## src/rtl/reorder_buffer_pkg.sv

```systemverilog
// Shared types for the reorder buffer: entry layout and default depth.
package reorder_buffer_pkg;

  localparam int ROB_LENGTH = 8;
  localparam int XLEN       = 32;
  localparam int REG_AW     = 5;

  // One in-flight instruction, from allocation until retirement.
  typedef struct packed {
    logic              valid;
    logic              ready;
    logic              mispredict;
    logic [REG_AW-1:0] rd_addr;
    logic [XLEN-1:0]   data;
  } rob_entry_t;

endpackage

```

## src/rtl/reorder_buffer_if.sv

```systemverilog
// Decode / CDB / commit bus of the reorder buffer.
// With ROB_READ_PORTS_EN defined, two operand lookup ports are added.
interface reorder_buffer_if #(
  parameter int DATA_WIDTH = 32,
  parameter int ADDR_WIDTH = 5,
  parameter int ROB_WIDTH  = 3
);
  logic                  alloc_valid;
  logic [ADDR_WIDTH-1:0] alloc_rd_addr;
  logic                  alloc_ready;
  logic [ROB_WIDTH-1:0]  alloc_rob_entry;

  logic                  cdb_valid;
  logic [ROB_WIDTH-1:0]  cdb_rob_entry;
  logic [DATA_WIDTH-1:0] cdb_data;
  logic                  cdb_mispredict;

  logic                  regf_we;
  logic [ADDR_WIDTH-1:0] rd_addr;
  logic [DATA_WIDTH-1:0] rd_data;
  logic [ROB_WIDTH-1:0]  commit_rob_entry;
  logic                  br_flush;

`ifdef ROB_READ_PORTS_EN
  logic [ROB_WIDTH-1:0]  rs1_rob_entry;
  logic [ROB_WIDTH-1:0]  rs2_rob_entry;
  logic                  rs1_ready;
  logic [DATA_WIDTH-1:0] rs1_data;
  logic                  rs2_ready;
  logic [DATA_WIDTH-1:0] rs2_data;
`endif

  // Pipeline side: decode, functional units, register file.
  modport master (
    output alloc_valid, alloc_rd_addr, cdb_valid, cdb_rob_entry, cdb_data, cdb_mispredict,
    input  alloc_ready, alloc_rob_entry, regf_we, rd_addr, rd_data, commit_rob_entry, br_flush
`ifdef ROB_READ_PORTS_EN
    , output rs1_rob_entry, rs2_rob_entry
    , input  rs1_ready, rs1_data, rs2_ready, rs2_data
`endif
  );

  // Reorder buffer side.
  modport slave (
    input  alloc_valid, alloc_rd_addr, cdb_valid, cdb_rob_entry, cdb_data, cdb_mispredict,
    output alloc_ready, alloc_rob_entry, regf_we, rd_addr, rd_data, commit_rob_entry, br_flush
`ifdef ROB_READ_PORTS_EN
    , input  rs1_rob_entry, rs2_rob_entry
    , output rs1_ready, rs1_data, rs2_ready, rs2_data
`endif
  );
endinterface

```

## src/rtl/reorder_buffer.sv

```systemverilog
// Circular reorder buffer: in-order allocation, out-of-order CDB completion,
// in-order single retirement per cycle, full flush on a mispredicted commit.
// Optional macro ROB_READ_PORTS_EN adds two operand lookup ports.
module reorder_buffer #(
  parameter int DATA_WIDTH = 32,
  parameter int ROB_LENGTH = 8,
  parameter int ADDR_WIDTH = 5,
  parameter int ROB_WIDTH  = $clog2(ROB_LENGTH)
) (
  input logic             clk,
  input logic             rst,
  reorder_buffer_if.slave bus
);
  import reorder_buffer_pkg::*;

  localparam logic [ROB_WIDTH:0]   FULL = (ROB_WIDTH+1)'(ROB_LENGTH);
  localparam logic [ROB_WIDTH-1:0] ONE  = ROB_WIDTH'(1);

  rob_entry_t           rob_q [ROB_LENGTH];
  rob_entry_t           rob_d [ROB_LENGTH];
  logic [ROB_WIDTH-1:0] head_q, head_d, tail_q, tail_d;
  logic [ROB_WIDTH:0]   count_q, count_d;

  rob_entry_t head_ent;
  logic       commit, flush, do_alloc, do_wb;

  assign head_ent = rob_q[head_q];
  assign commit   = head_ent.valid & head_ent.ready;
  assign flush    = commit & head_ent.mispredict;
  // Fullness looks only at registered count; a same-cycle commit does not free a slot.
  assign do_alloc = bus.alloc_valid & bus.alloc_ready & ~flush;
  assign do_wb    = bus.cdb_valid & rob_q[bus.cdb_rob_entry].valid & ~flush;

  assign bus.alloc_ready      = (count_q != FULL);
  assign bus.alloc_rob_entry  = tail_q;
  assign bus.rd_addr          = ADDR_WIDTH'(head_ent.rd_addr);
  assign bus.rd_data          = DATA_WIDTH'(head_ent.data);
  assign bus.commit_rob_entry = head_q;
  // A flushing branch still writes its link register.
  assign bus.regf_we          = commit & (head_ent.rd_addr != '0);
  assign bus.br_flush         = flush;

`ifdef ROB_READ_PORTS_EN
  // Stored state only; operands arriving on the CDB this cycle are not bypassed.
  assign bus.rs1_ready = rob_q[bus.rs1_rob_entry].valid & rob_q[bus.rs1_rob_entry].ready;
  assign bus.rs1_data  = DATA_WIDTH'(rob_q[bus.rs1_rob_entry].data);
  assign bus.rs2_ready = rob_q[bus.rs2_rob_entry].valid & rob_q[bus.rs2_rob_entry].ready;
  assign bus.rs2_data  = DATA_WIDTH'(rob_q[bus.rs2_rob_entry].data);
`endif

  // Next state: flush wins over everything, else writeback, allocate, retire.
  always_comb begin
    rob_d   = rob_q;
    head_d  = head_q;
    tail_d  = tail_q;
    count_d = count_q;
    if (flush) begin
      for (int i = 0; i < ROB_LENGTH; i++) rob_d[i].valid = 1'b0;
      head_d  = '0;
      tail_d  = '0;
      count_d = '0;
    end else begin
      if (do_wb) begin
        rob_d[bus.cdb_rob_entry].ready      = 1'b1;
        rob_d[bus.cdb_rob_entry].data       = XLEN'(bus.cdb_data);
        rob_d[bus.cdb_rob_entry].mispredict = bus.cdb_mispredict;
      end
      // Tail slot is never valid when not full, so it cannot collide with the writeback.
      if (do_alloc) begin
        rob_d[tail_q].valid      = 1'b1;
        rob_d[tail_q].ready      = 1'b0;
        rob_d[tail_q].mispredict = 1'b0;
        rob_d[tail_q].rd_addr    = REG_AW'(bus.alloc_rd_addr);
        tail_d                   = tail_q + ONE;
      end
      if (commit) begin
        rob_d[head_q].valid = 1'b0;
        head_d              = head_q + ONE;
      end
      count_d = count_q + (ROB_WIDTH+1)'(do_alloc) - (ROB_WIDTH+1)'(commit);
    end
  end

  // State registers; reset clears data too so commit outputs read zero.
  always_ff @(posedge clk or posedge rst) begin
    if (rst) begin
      for (int i = 0; i < ROB_LENGTH; i++) rob_q[i] <= '0;
      head_q  <= '0;
      tail_q  <= '0;
      count_q <= '0;
    end else begin
      rob_q   <= rob_d;
      head_q  <= head_d;
      tail_q  <= tail_d;
      count_q <= count_d;
    end
  end

endmodule

```

## src/flat_wrapper.sv

```systemverilog
// flat-port wrapper written by rule: the top's interface ports become plain ports
module reorder_buffer_flat import reorder_buffer_pkg::*;
#(
  parameter int DATA_WIDTH = 32,
  parameter int ROB_LENGTH = 8,
  parameter int ADDR_WIDTH = 5,
  parameter int ROB_WIDTH  = $clog2(ROB_LENGTH)
)
  (clk, rst, bus_alloc_valid, bus_alloc_rd_addr, bus_cdb_valid, bus_cdb_rob_entry, bus_cdb_data, bus_cdb_mispredict, bus_alloc_ready, bus_alloc_rob_entry, bus_regf_we, bus_rd_addr, bus_rd_data, bus_commit_rob_entry, bus_br_flush);
  reorder_buffer_if #(.DATA_WIDTH(DATA_WIDTH), .ADDR_WIDTH(ADDR_WIDTH), .ROB_WIDTH(ROB_WIDTH)) bus_i ();
  input logic clk;
  input logic rst;
  input wire logic [$bits(bus_i.alloc_valid)-1:0] bus_alloc_valid;
  input wire logic [$bits(bus_i.alloc_rd_addr)-1:0] bus_alloc_rd_addr;
  input wire logic [$bits(bus_i.cdb_valid)-1:0] bus_cdb_valid;
  input wire logic [$bits(bus_i.cdb_rob_entry)-1:0] bus_cdb_rob_entry;
  input wire logic [$bits(bus_i.cdb_data)-1:0] bus_cdb_data;
  input wire logic [$bits(bus_i.cdb_mispredict)-1:0] bus_cdb_mispredict;
  output wire logic [$bits(bus_i.alloc_ready)-1:0] bus_alloc_ready;
  output wire logic [$bits(bus_i.alloc_rob_entry)-1:0] bus_alloc_rob_entry;
  output wire logic [$bits(bus_i.regf_we)-1:0] bus_regf_we;
  output wire logic [$bits(bus_i.rd_addr)-1:0] bus_rd_addr;
  output wire logic [$bits(bus_i.rd_data)-1:0] bus_rd_data;
  output wire logic [$bits(bus_i.commit_rob_entry)-1:0] bus_commit_rob_entry;
  output wire logic [$bits(bus_i.br_flush)-1:0] bus_br_flush;
  assign bus_i.alloc_valid = bus_alloc_valid;
  assign bus_i.alloc_rd_addr = bus_alloc_rd_addr;
  assign bus_i.cdb_valid = bus_cdb_valid;
  assign bus_i.cdb_rob_entry = bus_cdb_rob_entry;
  assign bus_i.cdb_data = bus_cdb_data;
  assign bus_i.cdb_mispredict = bus_cdb_mispredict;
  assign bus_alloc_ready = bus_i.alloc_ready;
  assign bus_alloc_rob_entry = bus_i.alloc_rob_entry;
  assign bus_regf_we = bus_i.regf_we;
  assign bus_rd_addr = bus_i.rd_addr;
  assign bus_rd_data = bus_i.rd_data;
  assign bus_commit_rob_entry = bus_i.commit_rob_entry;
  assign bus_br_flush = bus_i.br_flush;
  reorder_buffer #(.DATA_WIDTH(DATA_WIDTH), .ROB_LENGTH(ROB_LENGTH), .ADDR_WIDTH(ADDR_WIDTH), .ROB_WIDTH(ROB_WIDTH)) u_core (.clk(clk), .rst(rst), .bus(bus_i));
endmodule
```

## config.mk

```make
export PLATFORM = sky130hd
export DESIGN_NAME = reorder_buffer_flat
export DESIGN_NICKNAME = d
export VERILOG_FILES = /design/src/rtl/reorder_buffer_pkg.sv /design/src/rtl/reorder_buffer_if.sv /design/src/rtl/reorder_buffer.sv /design/src/flat_wrapper.sv
export SDC_FILE = /design/constraint.sdc
export NUM_CORES = 1
export LEC_CHECK = 0
export BUFFER_PORTS_ARGS = -buffer_cell sky130_fd_sc_hd__buf_2
export CORE_MARGIN = 3
export CORE_UTILIZATION = 46
export DETAILED_ROUTE_END_ITERATION = 12
export SLEW_MARGIN = 0
export SYNTH_ARGS = -nofsm -noshare
export SYNTH_HDL_FRONTEND = slang
export SYNTH_SLANG_ARGS = --single-unit
export TNS_END_PERCENT = 50
```

## constraint.sdc

```tcl
create_clock -name clk -period 24.4 [get_ports clk]
set_input_delay 3.66 -clock clk [delete_from_list [all_inputs] [get_ports clk]]
set_output_delay 3.66 -clock clk [all_outputs]
set_load 0.02 [all_outputs]
```

==> impl_metrics.ini <==
[global_route]
overflow = 0
first_global_vias = 9581
grt_first_pass_wirelength_um = 55200
grt.total_usage_pct = 19.4
grt_max_degree = 169
antenna_found_initial = 3

[sta]
fmax_mhz = 133
hold_viol = 0
finalCritPeriodShare_pct = 30.9
grt_setup_unrepaired = no
tns_ns = 0
slew_headroom_pct = 25.4
fin_crit_ns = 7.54
clock_skew_ns = 0.0186
setup_viol = 0
final-max-slew-violation-count = 0
worst_pin_slew_ns = 1.12

[routing]
drtIter0Drc = 456
via_per_inst = 5.61
dr.pass1.iters = 5
vias = 9149
routed_wl_um = 34600
ant_nets = 0
drcViolationCount = 0
routedWlPerCell_um = 21.2

[cts]
clk_latency_ns = 0.51
cts-root-buf = clkbuf_16
post_cts_buffers = 0
cts_htree_levels = 2
cts_resized = 0
cts_hold_buffers = 0
clock-sinks = 330
cts_tree = done
numCtsBuffers = 37
clkTransAtPathRegs_ns = 0.06
clk_path_buf_depth = 3

[pwr]
power_frac_comb_pct = 36.6
ir_worst_vdd_v = 0.0000698
seq_power_share_pct = 39.7
switchingPower_mw = 0.823
total_power_mw = 2.46
power_leakage_nw = 7.38
power.density_mw_per_mm2 = 140
internal-power_mw = 1.64
clockPowerShare_pct = 23.7
switching_share_pct = 33.5

[synth]
syn_area_mm2 = 0.0154
synthArstFlopShare_pct = 100
synth_adder_area_share_pct = 0.698
yosys_register_bits = 330
synth_compound_area_share_pct = 6.72
syn_inst = 1084
synthSimpleGateAreaFrac_pct = 4.08
synth_ff_type = dfrtp_1
avgSynthCellArea_um2 = 14.2
synth_top_family_by_area = multiplexers
syn_nets = 1137
ys_seq_area_share_pct = 53.6
synthXorXnorAreaFrac_pct = 0.227
synth-warning-count = 0
ys_types = 56
synth_edf_count = 0
synth_mux_area_share_pct = 31.7

[floorplan]
rows = 66
die_area_mm2 = 0.0357
io_pins = 91
initial_core_util_pct = 47.0
die_w_um = 189
core_mm2 = 0.0328
die_h_um = 189

[placed_design]
dp_hpwl_um = 19500
port_buffers = 90
gp_congestion = 0.808

[worst_setup_path]
startpoint_type = flip-flop
worstPathMaxFanout = 62
end_kind = output pin
worstPathArrival_ns = 3.88
timing.setup.critical_path_class = flip-flop to output pin
cp.required_ns = 20.74

[cells_and_area]
mostFrequentLayoutCells = dfrtp_1, mux2_2, mux2i_1, buf_2, clkbuf_16
finish.net_count = 1215
layout.cells.most_common = dfrtp_1
antennaDiodeCount = 0
area_growth_pct = 13.5
drive_gt1_share_pct = 42.0

[run_status]
status = finished, final reports clean

[worst_hold_path]
hp-class = flip-flop to flip-flop

[run]
maxCapViolCount = 0
stage by stage:
stage               hold WS [ns]  setup slack [ns]  instance area, um^2  instances  utilization, %
global route               0.508             16.61                17500       1631            53.4
CTS                        0.489             16.76                17500       1631            53.4
global placement           0.466             17.34                16200       1565            49.4
finish                     0.482             16.86                17500       1631            53.4
detailed placement         0.475             17.33                16200       1565            49.4
floorplan                  0.453             11.60                15400       1084               -
layout make-up:
cell class / instances / area, um^2
clock buffer: 56 / 1140
sequential: 330 / 8260
inverter: 14 / 65.1
multi-input combinational: 674 / 6750
clock inverter: 10 / 158
tap: 442 / 553
timing repair buffer: 105 / 576
fill: 2865 / 15300
power by group through the flow:
stage,Sequential (mW),Clock (mW),Combinational [mW]
6_report,0.977,0.582,0.899
5_1_grt,1.01,0.621,0.991
2_1_floorplan,0.929,0,0.719
3_3_place_gp,0.977,0,0.896
3_5_place_dp,0.986,0,0.912
4_1_cts,0.977,0.597,0.915
Yosys cell counts, drive strengths merged (2+ instances only):
cell type    n  area (um^2)
clkbuf      22         82.6
nor4b        4         95.1
and2         2         12.5
nand2       18         88.8
o221a        8         90.1
nand3b       3         22.5
mux2i      140         1400
and3b        4         35.0
nor2b        3         18.8
mux4         6          135
o22a        31          272
buf         44          318
o21ai       12         60.1
xor2         3         26.3
o22ai        6         37.5
a311oi       2         35.0
or2          3         18.8
o311ai       2         35.0
nand2b       7         43.8
ha           7         87.6
dfrtp      330         8260
a211oi       4         30.0
nor4         4         76.3
nand3       14         70.1
a21oi       20          100
o221ai      35          307
a311o        2         20.0
inv         14         57.6
nor2        24          105
mux2       298         3360
final timing paths:
path,start,end,slack [ns],cells after the start
max in group asynchronous,rst,u_core.bus.commit_rob_entry[0],19.69,3
min in group asynchronous,rst,async pin,3.30,2
hold / removal,flip-flop,flip-flop,0.48,1
setup reg to reg,u_core.bus.commit_rob_entry[0],flip-flop,19.74,7
setup / recovery,u_core.bus.commit_rob_entry[0],bus_regf_we,16.86,8
hold reg to reg,flip-flop,flip-flop,0.48,1
cells by family after synthesis:
group / count (synthesis)
multiplexers: 444
flip-flops: 330
AO/OA/AOI/OAI: 128
AND/OR/NAND/NOR: 90
buffers and inverters: 80
adder cells (fa/ha/maj): 8
XOR/XNOR: 4
metal layers:
metal | GRT usage (%) | vias up | routed length, um
li1 | - | 4211 | -
met4 | 3.81 | 6 | 493
met2 | 30.4 | 179 | 15700
met5 | 0 | - | 45
met3 | 3.39 | 46 | 1500
met1 | 28.7 | 4707 | 16900
worst max-delay path: stages (launching register included):
cell	delay (ns)
dfrtp_4	1.00
buf_4	0.96
mux2i_1	0.27
o22ai_1	0.10
inv_1	0.06
o221ai_1	0.14
or3_1	0.39
o31a_1	0.25
buf_2	0.16
(Power assumes the default switching activity.)
